$ cat src/rtl/uart_pkg.sv
// uart_pkg: shared receiver state encodings and framing constants
package uart_pkg;
    localparam int DATA_BITS = 8;
    localparam int OVERSAMPLE_DEF = 16;
    typedef enum logic [2:0] {
        IDLE      = 3'd0,
        START     = 3'd1,
        DATA      = 3'd2,
        STOP      = 3'd3,
        WAIT_IDLE = 3'd4
    } rx_state_e;
endpackage

$ cat src/rtl/uart_rx_fifo.sv
// uart_rx_fifo: single-clock show-ahead FIFO holding received bytes
module uart_rx_fifo
    import uart_pkg::*;
#(
    parameter int FIFO_DEPTH = 16,
    parameter int ADDR_W = 4
) (
    input  logic                 clk,
    input  logic                 rst,
    input  logic [DATA_BITS-1:0] din,
    input  logic                 wr_en,
    input  logic                 rd_en,
    output logic [DATA_BITS-1:0] dout,
    output logic                 full,
    output logic                 empty
);
    logic [ADDR_W:0] wr_ptr_q, rd_ptr_q;
    logic [DATA_BITS-1:0] mem_q [FIFO_DEPTH];
    logic do_rd, do_wr;
    assign empty = wr_ptr_q == rd_ptr_q;
    assign full  = (wr_ptr_q[ADDR_W] != rd_ptr_q[ADDR_W]) &&
                   (wr_ptr_q[ADDR_W-1:0] == rd_ptr_q[ADDR_W-1:0]);
    // a pop on empty is ignored; a push while full only lands when a pop frees the slot
    assign do_rd = rd_en && !empty;
    assign do_wr = wr_en && (!full || do_rd);
    assign dout  = mem_q[rd_ptr_q[ADDR_W-1:0]];
    // advance pointers; the extra MSB distinguishes full from empty
    always_ff @(posedge clk) begin
        if (rst) begin
            wr_ptr_q <= '0;
            rd_ptr_q <= '0;
        end else begin
            if (do_wr) wr_ptr_q <= wr_ptr_q + 1'b1;
            if (do_rd) rd_ptr_q <= rd_ptr_q + 1'b1;
        end
    end
    // storage array, no reset needed since reads are gated by empty
    always_ff @(posedge clk) begin
        if (do_wr) mem_q[wr_ptr_q[ADDR_W-1:0]] <= din;
    end
endmodule

$ cat src/rtl/uart_receiver.sv
// uart_receiver: 8N1 oversampling UART receiver with framing/overrun flags and receive FIFO
module uart_receiver
    import uart_pkg::*;
#(
    parameter int OVERSAMPLE = OVERSAMPLE_DEF,
    parameter int FIFO_DEPTH = 16,
    parameter int ADDR_W = 4
) (
    input  logic                 clk_rf,
    input  logic                 rst_rf,
    input  logic                 rx_in,
    input  logic                 rf_rd,
    output logic [DATA_BITS-1:0] rf_dout,
    output logic                 rf_empty,
    output logic                 rf_full,
    output logic                 frame_err,
    output logic                 overrun
);
    localparam int CW = $clog2(OVERSAMPLE);
    localparam logic [CW-1:0] HALF = CW'(OVERSAMPLE / 2 - 1);
    localparam logic [CW-1:0] LAST = CW'(OVERSAMPLE - 1);
    rx_state_e state_q;
    logic sync_q, rx_s_q;
    logic [CW-1:0] cnt_q;
    logic [2:0] bit_cnt_q;
    logic [DATA_BITS-1:0] shift_q;
    logic frame_err_q, overrun_q;
    logic sample, wr_en;
    assign sample    = cnt_q == LAST;
    assign wr_en     = state_q == STOP && sample && rx_s_q && (!rf_full || rf_rd);
    assign frame_err = frame_err_q;
    assign overrun   = overrun_q;
    // two-flop synchronizer for the asynchronous line, idle high
    always_ff @(posedge clk_rf) begin
        if (rst_rf) begin
            sync_q <= 1'b1;
            rx_s_q <= 1'b1;
        end else begin
            sync_q <= rx_in;
            rx_s_q <= sync_q;
        end
    end
    // frame FSM: start qualification at mid start bit, then one sample per bit period
    always_ff @(posedge clk_rf) begin
        if (rst_rf) begin
            state_q     <= IDLE;
            cnt_q       <= '0;
            bit_cnt_q   <= '0;
            shift_q     <= '0;
            frame_err_q <= 1'b0;
            overrun_q   <= 1'b0;
        end else begin
            frame_err_q <= 1'b0;
            overrun_q   <= 1'b0;
            case (state_q)
                IDLE: if (!rx_s_q) begin
                    state_q <= START;
                    cnt_q   <= '0;
                end
                START: if (cnt_q == HALF) begin
                    if (rx_s_q) state_q <= IDLE;
                    else begin
                        cnt_q     <= '0;
                        bit_cnt_q <= '0;
                        state_q   <= DATA;
                    end
                end else cnt_q <= cnt_q + 1'b1;
                DATA: begin
                    cnt_q <= sample ? '0 : cnt_q + 1'b1;
                    if (sample) begin
                        shift_q   <= {rx_s_q, shift_q[DATA_BITS-1:1]};
                        bit_cnt_q <= bit_cnt_q + 1'b1;
                        if (bit_cnt_q == 3'(DATA_BITS - 1)) state_q <= STOP;
                    end
                end
                STOP: begin
                    cnt_q <= sample ? '0 : cnt_q + 1'b1;
                    if (sample) begin
                        if (rx_s_q) begin
                            state_q   <= IDLE;
                            overrun_q <= rf_full && !rf_rd;
                        end else begin
                            frame_err_q <= 1'b1;
                            state_q     <= WAIT_IDLE;
                        end
                    end
                end
                WAIT_IDLE: if (rx_s_q) state_q <= IDLE;
                default: state_q <= IDLE;
            endcase
        end
    end
    uart_rx_fifo #(.FIFO_DEPTH(FIFO_DEPTH), .ADDR_W(ADDR_W)) u_fifo (
        .clk  (clk_rf),
        .rst  (rst_rf),
        .din  (shift_q),
        .wr_en(wr_en),
        .rd_en(rf_rd),
        .dout (rf_dout),
        .full (rf_full),
        .empty(rf_empty)
    );
endmodule

$ cat config.mk
export PLATFORM = sky130hd
export DESIGN_NAME = uart_receiver
export DESIGN_NICKNAME = d
export VERILOG_FILES = /design/src/rtl/uart_pkg.sv /design/src/rtl/uart_rx_fifo.sv /design/src/rtl/uart_receiver.sv
export SDC_FILE = /design/constraint.sdc
export NUM_CORES = 1
export LEC_CHECK = 0
export ABC_AREA = 0
export CORE_MARGIN = 2
export CORE_UTILIZATION = 51
export CTS_CLUSTER_SIZE = 25
export DETAILED_ROUTE_END_ITERATION = 12
export PLACE_DENSITY = 0.7
export SETUP_SLACK_MARGIN = 0.15
export SLEW_MARGIN = 20
export SYNTH_ARGS = -nofsm -noshare
export SYNTH_HDL_FRONTEND = slang
export SYNTH_HIERARCHICAL = 1
export SYNTH_SLANG_ARGS = --single-unit
$ cat constraint.sdc
create_clock -name clk_rf -period 2.7 [get_ports clk_rf]
set_input_delay 0.675 -clock clk_rf [delete_from_list [all_inputs] [get_ports clk_rf]]
set_output_delay 0.675 -clock clk_rf [all_outputs]
set_load 0.005 [all_outputs]
==> results of run 1 <==
-- layout make-up --
| cell class | instances | area [µm²] | area share, % |
|---|---|---|---|
| flip-flops and latches | 164 | 4580 | 57.4 |
| multi-input cells | 181 | 1910 | 23.9 |
| repair buffers | 58 | 687 | 8.61 |
| clock buffers | 17 | 425 | 5.33 |
| well taps | 172 | 215 | 2.70 |
| clock inverters | 14 | 153 | 1.91 |
| inverters | 4 | 15.0 | 0.188 |
-- metrics by stage --
| stage | util, % | cells |
|---|---|---|
| detailed placement | 57.3 | 562 |
| floorplan | - | 368 |
| global route | 62.7 | 610 |
| global placement | 57.3 | 562 |
| CTS | 62.5 | 607 |
| finish | 62.7 | 610 |
-- power groups by stage --
stage / registers [mW] / clock network (mW) / logic [mW]
global route: 2.68 / 2.48 / 0.0283
global placement: 2.74 / 0 / 0.0242
floorplan: 2.74 / 0 / 0.0151
CTS: 2.69 / 2.39 / 0.0250
finish: 2.69 / 2.35 / 0.0252
detailed placement: 2.74 / 0 / 0.0248
-- flip-flops by register name, indices dropped and copies added, names as in the netlist, named ones only --
signal,flops
u_fifo/mem_q,128
shift_q,8
u_fifo/rd_ptr_q,5
u_fifo/wr_ptr_q,5
cnt_q,4
bit_cnt_q,3
state_q,3
frame_err,1
overrun,1
rx_s_q,1
sync_q,1
-- timing repair --
action / CTS / global route
cloned: 3 / 1
gates resized for setup: 79 / 2
pin swaps: 1 / 0
endpoints found under the setup margin: 10 / 120
buffers inserted: 11 / 2
-- metal layers --
metal | track usage, % | share of wire (%) | vias up
li1 | - | - | 1577
met1 | 28.4 | 42 | 1770
met2 | 32.8 | 49 | 146
met3 | 4.44 | 6.8 | 19
met4 | 8.04 | 1.8 | 0
met5 | 0 | 0 | -
-- cell families (layout without fill, tap and decap cells) --
family	count (synthesis)	count (layout)	share of synthesized area (%)
xor gates and xnor gates	13	13	1.81
and+or+nand+nor	83	83	6.67
adders and majority gates	8	8	1.50
muxes	52	52	17.1
buffers and inverters	24	93	2.17
DFF	164	164	68.2
AOI/OAI and AO/OA	24	25	2.62
-- cell usage in the layout, fill, tap and decap left out, drive strengths merged, types with 3 or more instances in the layout --
cell type      count
nor3b              3
nor2b              6
nand3              4
mux2i             11
clkbuf            17
and2               3
nand2              8
a211oi             3
and3              12
buf               51
inv                8
mux4              40
nor3               4
a21oi             10
edfxtp           128
xnor2              8
xor2               5
nor2              31
clkdlybuf4s50      5
a21boi             3
clkinv             7
dfxtp             36
ha                 8
nand4              3
-- how the worst max path moves through the flow --
stage	start	end	slack [ps]	cells after the start
2_1_floorplan	cnt_q[0]	u_fifo/mem_q[3][0]	220	8
3_3_place_gp	flip-flop	rf_dout[0]	-150	4
3_5_place_dp	flip-flop	rf_dout[0]	-160	4
4_1_cts	flip-flop	rf_dout[1]	-260	6
5_1_grt	flip-flop	rf_dout[7]	-300	6
6_report	flip-flop	rf_dout[1]	-250	6
==> metrics.csv, run 1 <==
stage;metric;value;unit
synth;synth_nets;380;
place;finalWeightedCongestion;0.826;
cells_and_area;num_antenna_cells;0;
worst_setup_path;end_kind;output pin;
synth;synth_most_common_cell;edfxtp_1;
worst_setup_path;max_stage_delay;500;ps
floorplanning;core;12700;µm²
floorplanning;num_rows;41;
worst_setup_path;cp.buffers_inverters;4;
sta;clock.fmax;339;MHz
synth;syn_inst;368;
place;dpl_cell_area;7290;µm²
route;finalWirelength;13.8;mm
sta;rsz0062_at_grt;yes;
min_path;hold_end;rx_s_q;
route;route.vias.total;3512;
floorplanning;io_pins;16;
route;avgRoutedWirePerCell;22.7;µm
place;dp_slack;-159;ps
synth;synth_area;6700;µm²
route;dr.pass1.iters;5;
cells_and_area;area_delta_synth_final;19.2;%
route;antenna_left;0;
cells_and_area;nets;438;
status;outcome;finished with violations;
clock_tree;path_clk_slew;60;ps
synth;netlist_top_cells_area;edfxtp_1 (57%), mux4_1 (13%), dfxtp_1 (11%);
sta;maxSlewHeadroom;55.1;%
clock_tree;clk_latency;430;ps
synth;yosysTopAreaCellShare;57.4;%
sta;worst_slew_pin_slew;673;ps
worst_setup_path;slowest_stage;mux4_2;
cells_and_area;fillCellCount;924;
worst_setup_path;cp_cell_sequence;buf_12 > buf_16 > buf_8 > mux4_2 > mux4_2 > buf_6;
clock_tree;hold_buffers;0;
synth;synth_area_leader_cell;edfxtp_1;
clock_tree;cts_tree;yes;
power_and_ir_drop;p_per_area;634;nW/µm²
power_and_ir_drop;ir_drop;0.367;mV
worst_setup_path;rr_worst_depth;8;
synth;netlist_top_cells_count;edfxtp_1 (128), dfxtp_1 (36), mux4_1 (32);
clock_tree;root_buffer;clkbuf_16;
sta;final_hold_viol_count;0;
worst_setup_path;worst-endpoint-arrival;2270;ps
min_path;whs_path_depth;1;
worst_setup_path;cp_common_cell;mux4_2;
worst_setup_path;cp_max_fo;5;
floorplanning;die_h;119;µm
synth;synth_cell_type_count;45;
sta;slew_viol_final;0;
synth;seq_area_frac_synth;68.2;%
sta;layout_setup_ws;-246;ps
synth;synth_flop_cell;edfxtp_1;
power_and_ir_drop;seq_power_share;53.1;%
cells_and_area;layout-drive-gt1-share;30.6;%
clock_tree;cts.htree.levels;4;
power_and_ir_drop;internal_power;4.06;mW
worst_setup_path;cp_top_family;multiplexers;
sta;setup_violations;8;
worst_setup_path;start_kind;flip-flop;
power_and_ir_drop;switching_power;1000;µW
route;drcViolationCount;0;
grt;antenna_found_initial;0;
clock_tree;clockBufferDepth;2;
sta;holdWs;420;ps
place;port_buffers;15;
min_path;hp-start;sync_q;
power_and_ir_drop;swShare;19.8;%
grt;grt_max_degree;33;
power_and_ir_drop;power;5.06;mW
route;drt_iter0_drc;314;
worst_setup_path;r2r-end;u_fifo/mem_q[8][5];
flow_run;maxCapViolCount;0;
grt;grt.overflow.total;0;
synth;synth-seq-cells;164;
floorplanning;dieArea;14100;µm²
route;via_per_inst;5.76;
sta;finClkSkew;9.95;ps
grt;grt_use_total;20.8;%
sta;fin_crit_sh;109;%
floorplanning;start_util;52.6;%
synth;synthArstFlopShare;0;%
synth;synth_edf_count;128;
sta;period_minus_slack;2950;ps
clock_tree;cts_sinks;164;
clock_tree;cts-buffers-inserted;17;
worst_setup_path;crit-reg2reg-launch;cnt_q[0];
status;violations;setup timing;
power_and_ir_drop;comb_power_share;0.5;%
place;hpwl;7.88;mm
worst_setup_path;r2r_slack;290;ps
worst_setup_path;crit_type;reg -> out;
synth;ys_warn_count;6;
worst_setup_path;required;2030;ps
power_and_ir_drop;p_leak;2.71;nW
grt;grt_pass1_vias;3534;
synth;avgSynthCellArea;18.2;µm²
sta;setup-tns-final;-1690;ps
floorplanning;die_w;119;µm
min_path;hold_class;reg -> reg;
cells_and_area;postLayoutCellArea;7980;µm²
grt;grt_pass1_wl;21.1;mm
power_and_ir_drop;p_clk_share;46.4;%
Power figures use the tool's default switching activity.
==> run 2: changes to the inputs <==
--- a/config.mk
+++ b/config.mk
@@ -11,8 +11,7 @@
 export CTS_CLUSTER_SIZE = 25
 export DETAILED_ROUTE_END_ITERATION = 12
 export PLACE_DENSITY = 0.7
-export SETUP_SLACK_MARGIN = 0.15
-export SLEW_MARGIN = 20
+export SETUP_SLACK_MARGIN = 0.4
 export SYNTH_ARGS = -nofsm -noshare
 export SYNTH_HDL_FRONTEND = slang
 export SYNTH_HIERARCHICAL = 1
==> run 2 against run 1 <==
The run still ends with setup timing left. Maximum frequency shrank 1.7%. Sequential share of layout area fell by 0.52 points. Clock power up 9.4%. First-iteration DRC count increased by 20%. Critical path depth is the same. Core utilization increased by 0.80 points. Global-route usage decreased by 0.21 points. Largest cell class unchanged. Largest power group unchanged.
==> metrics.csv, run 2 (synthesis results as in run 1) <==
stage;metric;value;unit;change
place;finalWeightedCongestion;0.812;;was 0.826
cells_and_area;nets;436;;was 438
place;hpwl;7.51;mm;was 7.88 mm
power_and_ir_drop;p_per_area;653;nW/µm²;was 634 nW/µm²
sta;slew_viol_final;0;;unchanged
sta;period_minus_slack;3000;ps;was 2950 ps
cells_and_area;layout_common_cells;edfxtp_1 (128), mux4_2 (37), nor2_1 (31), buf_4 (26), dfxtp_1 (23);;was edfxtp_1 (128), mux4_2 (36), nor2_1 (31), dfxtp_1 (30), buf_4 (23)
grt;grt_max_degree;33;;unchanged
clock_tree;cts-buffers-inserted;17;;unchanged
route;drt_iter0_drc;378;;was 314
status;violations;setup timing;;unchanged
cells_and_area;area_delta_synth_final;20.7;%;was 19.2%
power_and_ir_drop;p_leak;2.70;nW;was 2.71 nW
clock_tree;cts_tree;yes;;unchanged
floorplanning;start_util;52.6;%;unchanged
worst_setup_path;crit_type;reg -> out;;unchanged
worst_setup_path;worst-endpoint-arrival;2320;ps;was 2270 ps
min_path;hold_class;reg -> reg;;unchanged
worst_setup_path;start_kind;flip-flop;;unchanged
worst_setup_path;cp_max_fo;7;;was 5
sta;maxSlewHeadroom;56.1;%;was 55.1%
route;route.vias.total;3540;;was 3,512
sta;holdWs;410;ps;was 420 ps
flow_run;maxCapViolCount;0;;unchanged
grt;grt_pass1_wl;20.9;mm;was 21.1 mm
power_and_ir_drop;ir_drop;0.340;mV;was 0.367 mV
cells_and_area;fillCellCount;925;;was 924
worst_setup_path;cp_cell_sequence;buf_4 > buf_12 > buf_12 > mux4_2 > mux4_2 > buf_2;;was buf_12 > buf_16 > buf_8 > mux4_2 > mux4_2 > buf_6
cells_and_area;seq_area;4590;µm²;was 4580 µm²
worst_setup_path;cp.buffers_inverters;4;;unchanged
floorplanning;io_pins;16;;unchanged
sta;fin_crit_sh;111;%;was 109%
clock_tree;clk_latency;420;ps;was 430 ps
floorplanning;die_h;119;µm;unchanged
grt;grt_use_total;20.6;%;was 20.8%
worst_setup_path;cp_top_family;multiplexers;;unchanged
sta;rsz0062_at_grt;yes;;unchanged
cells_and_area;final_common_cell;edfxtp_1;;unchanged
clock_tree;cts_sinks;164;;unchanged
cells_and_area;largest_reg_flops;128;;unchanged
grt;grt_pass1_vias;3560;;was 3,534
grt;antenna_found_initial;0;;unchanged
worst_setup_path;max_stage_delay;520;ps;was 500 ps
route;finalWirelength;13.7;mm;was 13.8 mm
clock_tree;root_buffer;clkbuf_16;;unchanged
cells_and_area;num_antenna_cells;0;;unchanged
clock_tree;cts.htree.levels;4;;unchanged
route;antenna_left;0;;unchanged
route;dr.pass1.iters;5;;unchanged
place;port_buffers;15;;unchanged
clock_tree;clockBufferDepth;2;;unchanged
clock_tree;path_clk_slew;60;ps;about the same
floorplanning;dieArea;14100;µm²;unchanged
worst_setup_path;required;2030;ps;about the same
route;avgRoutedWirePerCell;22.6;µm;was 22.7 µm
sta;final_hold_viol_count;0;;unchanged
floorplanning;num_rows;41;;unchanged
route;via_per_inst;5.82;;was 5.76
sta;clock.fmax;334;MHz;was 339 MHz
sta;worst_slew_pin_slew;658;ps;was 673 ps
floorplanning;die_w;119;µm;unchanged
sta;setup_violations;8;;unchanged
sta;layout_setup_ws;-296;ps;was -246 ps
sta;finClkSkew;5.81;ps;was 9.95 ps
place;dp_slack;-187;ps;was -159 ps
floorplanning;core;12700;µm²;unchanged
cells_and_area;layout-drive-gt1-share;37.4;%;was 30.6%
route;drcViolationCount;0;;unchanged
worst_setup_path;slowest_stage;mux4_2;;unchanged
worst_setup_path;end_kind;output pin;;unchanged
status;outcome;finished with violations;;unchanged
cells_and_area;multi_input_area;2020;µm²;was 1910 µm²
grt;grt.overflow.total;0;;unchanged
==> run 2: changes by cell type in the layout (fill, tap and decap cells not counted), moves of 4 or more <==
cell | previous run | this run
and3_1 | 12 | 2
and3_4 | 0 | 9
buf_12 | 14 | 8
clkinv_4 | 4 | 0
dfxtp_1 | 30 | 23
dfxtp_2 | 4 | 8
xor2_1 | 5 | 1
xor2_2 | 0 | 4
==> run 2: path summary, 6_finish.rpt <==
check,startpoint,endpoint,slack [ps],depth (start not counted)
worst max-delay path,flip-flop,rf_dout[4],-300,6
worst min-delay path,sync_q,rx_s_q,410,1
worst max register to register,u_fifo/wr_ptr_q[0],u_fifo/mem_q[6][2],500,8
worst min register to register,sync_q,rx_s_q,410,1
==> run 2: metal layers <==
metal  GRT usage, %  up-vias  routed length (µm)
met4           6.10        0                 204
met1           27.7     1821                5820
met3           6.56       16                 922
met5              0        -                   0
met2           32.3      137                6800
li1               -     1566                   -
==> run 2: metrics by stage <==
stage / utilization (%) / total power, mW / TNS [ps] / std cells / area [µm²]
after global routing: 63.5 / 5.42 / -2590 / 608 / 8080
after CTS: 63.0 / 5.31 / -2280 / 603 / 8010
after floorplan: - / 2.76 / 0 / 368 / 6720
after detailed placement: 56.0 / 2.77 / -1040 / 552 / 7130
final: 63.5 / 5.28 / -2080 / 608 / 8080
after global placement: 56.0 / 2.77 / -981 / 552 / 7130
==> run 2: cell type report <==
type	count	share of cell area, %
clock buffers	17	5.26
clock inverters	14	2.59
inverters	4	0.186
multi-input cells	181	25.1
flip-flops and latches	164	56.8
well taps	172	2.66
repair buffers	56	7.42
==> run 2: where the power goes <==
group          switching [mW]  internal [mW]
Sequential            0.00357           2.68
Clock                   0.939           1.63
Combinational          0.0145         0.0113
Total                   0.957           4.32
==> run 2: timing repair <==
item                                    in CTS  in global routing
gates resized for setup                     98                 23
endpoints found under the setup margin     139                139
pin swaps                                    4                  4
buffers inserted                            16                  5
hold buffers                                 0                  0
gates cloned                                 4                  0
endpoints found under the hold margin        0                  0
==> run 3: changes to the inputs <==
--- a/config.mk
+++ b/config.mk
@@ -10,8 +10,8 @@
 export CORE_UTILIZATION = 51
 export CTS_CLUSTER_SIZE = 25
 export DETAILED_ROUTE_END_ITERATION = 12
-export PLACE_DENSITY = 0.7
-export SETUP_SLACK_MARGIN = 0.4
+export PLACE_DENSITY = 0.76
+export SETUP_SLACK_MARGIN = 0.3
 export SYNTH_ARGS = -nofsm -noshare
 export SYNTH_HDL_FRONTEND = slang
 export SYNTH_HIERARCHICAL = 1
==> run 3 against run 2 <==
The run still ends with setup timing left. Worst hold slack improved by 4.4 ps. Register-to-register slack worse by 100 ps. Non-clock buffer count rose by 1. Design area shrank 0.28%. Global-route usage increased by 0.26 points. Wire length is 1.4% higher. Sequential power barely moved. Via count up 0.65%. Total power down 3.2%.
==> metrics.csv, run 3 (synthesis results as in run 1) <==
stage;metric;value;unit;change
cells_and_area;num_antenna_cells;0;;unchanged
worst_setup_path;required;2030;ps;about the same
place;dpl_cell_area;7290;µm²;was 7130 µm²
route;dr.pass1.iters;4;;was 5
worst_setup_path;end_kind;output pin;;unchanged
worst_setup_path;r2r_slack;400;ps;was 500 ps
worst_setup_path;crit_type;reg -> out;;unchanged
route;via_per_inst;5.84;;was 5.82
power_and_ir_drop;internal_power;4.14;mW;was 4.32 mW
worst_setup_path;crit_end;rf_dout[3];;was rf_dout[4]
clock_tree;root_buffer;clkbuf_16;;unchanged
floorplanning;dieArea;14100;µm²;unchanged
power_and_ir_drop;switching_power;967;µW;was 957 µW
route;route.vias.total;3563;;was 3,540
place;dp_slack;-219;ps;was -187 ps
cells_and_area;final_common_cell;edfxtp_1;;unchanged
cells_and_area;fillCellCount;892;;was 925
clock_tree;clockBufferDepth;2;;unchanged
cells_and_area;area_delta_synth_final;20.4;%;was 20.7%
cells_and_area;layout_common_cells;edfxtp_1 (128), mux4_2 (35), nor2_1 (31), dfxtp_1 (27), buf_4 (19);;was edfxtp_1 (128), mux4_2 (37), nor2_1 (31), buf_4 (26), dfxtp_1 (23)
sta;period_minus_slack;2960;ps;was 3000 ps
sta;final_hold_viol_count;0;;unchanged
floorplanning;start_util;52.6;%;unchanged
route;drt_iter0_drc;329;;was 378
place;port_buffers;15;;unchanged
route;avgRoutedWirePerCell;22.8;µm;was 22.6 µm
sta;maxSlewHeadroom;57.8;%;was 56.1%
clock_tree;clk_latency;420;ps;about the same
sta;holdWs;415;ps;was 410 ps
power_and_ir_drop;swShare;18.9;%;was 18.1%
floorplanning;io_pins;16;;unchanged
min_path;hold_class;reg -> reg;;unchanged
route;antenna_left;0;;unchanged
sta;layout_setup_ws;-262;ps;was -296 ps
power_and_ir_drop;p_per_area;634;nW/µm²;was 653 nW/µm²
worst_setup_path;crit-reg2reg-launch;cnt_q[0];;was u_fifo/wr_ptr_q[0]
power_and_ir_drop;p_leak;2.72;nW;was 2.70 nW
power_and_ir_drop;ir_drop;0.342;mV;was 0.340 mV
route;drcViolationCount;0;;unchanged
worst_setup_path;cp_max_fo;7;;unchanged
cells_and_area;largest_reg_flops;128;;unchanged
grt;grt_pass1_wl;21.5;mm;was 20.9 mm
power_and_ir_drop;p_clk_share;47.0;%;was 48.7%
power_and_ir_drop;seq_power_share;52.5;%;was 50.8%
worst_setup_path;worst-endpoint-arrival;2290;ps;was 2320 ps
status;outcome;finished with violations;;unchanged
sta;rsz0062_at_grt;yes;;unchanged
worst_setup_path;start_kind;flip-flop;;unchanged
sta;fin_crit_sh;110;%;was 111%
sta;finClkSkew;8.27;ps;was 5.81 ps
grt;grt_max_degree;33;;unchanged
worst_setup_path;r2r-end;u_fifo/mem_q[4][2];;was u_fifo/mem_q[6][2]
place;hpwl;7.71;mm;was 7.51 mm
power_and_ir_drop;comb_power_share;0.5;%;about the same
worst_setup_path;rr_worst_depth;8;;unchanged
floorplanning;die_w;119;µm;unchanged
clock_tree;cts_sinks;164;;unchanged
clock_tree;cts-buffers-inserted;17;;unchanged
sta;slew_viol_final;0;;unchanged
sta;clock.fmax;338;MHz;was 334 MHz
sta;setup_violations;8;;unchanged
clock_tree;cts.htree.levels;4;;unchanged
floorplanning;num_rows;41;;unchanged
clock_tree;path_clk_slew;60;ps;about the same
status;violations;setup timing;;unchanged
cells_and_area;postLayoutCellArea;8060;µm²;was 8080 µm²
flow_run;maxCapViolCount;0;;unchanged
grt;grt.overflow.total;0;;unchanged
sta;worst_slew_pin_slew;632;ps;was 658 ps
place;finalWeightedCongestion;0.805;;was 0.812
clock_tree;cts_tree;yes;;unchanged
floorplanning;core;12700;µm²;unchanged
grt;antenna_found_initial;0;;unchanged
cells_and_area;nets;437;;was 436
route;finalWirelength;13.9;mm;was 13.7 mm
cells_and_area;layout-drive-gt1-share;32.6;%;was 37.4%
grt;grt_use_total;20.8;%;was 20.6%
grt;grt_pass1_vias;3721;;was 3,560
floorplanning;die_h;119;µm;unchanged
[run 3: cell types whose count changed in the layout (fill, tap and decap cells not counted), moves of 4 or more]
| cell | previous run | this run |
|---|---|---|
| dfxtp_1 | 23 | 27 |
| buf_12 | 8 | 17 |
| dfxtp_2 | 8 | 4 |
| and3_1 | 2 | 12 |
| and3_4 | 9 | 0 |
| buf_4 | 26 | 19 |
[run 3: area by class of cell]
class	instances	area [µm²]	share of cell area, %
Sequential cell	164	4590	56.9
Timing Repair Buffer	57	688	8.54
Clock inverter	13	155	1.93
Tap cell	172	215	2.67
Inverter	4	15.0	0.186
Multi-Input combinational cell	181	1960	24.4
Clock buffer	19	433	5.37
[run 3: per-stage QoR]
stage / total power [mW] / setup TNS, ps / std cells / util [%]
after floorplan: 2.76 / 0 / 368 / -
after global placement: 2.77 / -922 / 560 / 57.3
after detailed placement: 2.77 / -1090 / 560 / 57.3
after CTS: 5.14 / -2130 / 608 / 62.8
after global routing: 5.25 / -2470 / 610 / 63.3
final: 5.11 / -1920 / 610 / 63.3
[run 3: how the worst min path moves through the flow]
| stage | start | endpoint | cells past startpoint |
|---|---|---|---|
| finish | sync_q | rx_s_q | 1 |
| global placement | sync_q | rx_s_q | 1 |
| global route | sync_q | rx_s_q | 1 |
| floorplan | sync_q | rx_s_q | 1 |
| detailed placement | sync_q | rx_s_q | 1 |
| CTS | sync_q | rx_s_q | 1 |
[run 3: power by group through the flow]
stage / clock [mW] / combinational (mW) / sequential [mW]
floorplan: 0 / 0.0151 / 2.74
global placement: 0 / 0.0229 / 2.74
detailed placement: 0 / 0.0238 / 2.74
CTS: 2.43 / 0.0243 / 2.69
global route: 2.54 / 0.0275 / 2.68
finish: 2.40 / 0.0247 / 2.68
[run 3: critical path, cell delays in order, from the launching register on]
cell	delay [ps]
dfxtp_4	400
buf_12	110
buf_16	110
buf_12	120
mux4_2	520
mux4_2	470
buf_2	140
[run 3: layer usage]
| layer | global-route usage, % | vias to the layer above | share of wire, % |
|---|---|---|---|
| met5 | 0 | - | 0 |
| met4 | 6.77 | 0 | 1.7 |
| met3 | 4.58 | 17 | 5.6 |
| met2 | 35.8 | 130 | 53 |
| met1 | 26.3 | 1850 | 40 |
| li1 | - | 1566 | - |
[run 3: repair_timing]
item	CTS	global route
cloned	3	0
setup endpoints to repair	114	140
pin swaps	1	3
endpoints found under the hold margin	0	0
hold buffers	0	0
resized for setup	80	15
buffers inserted	13	2
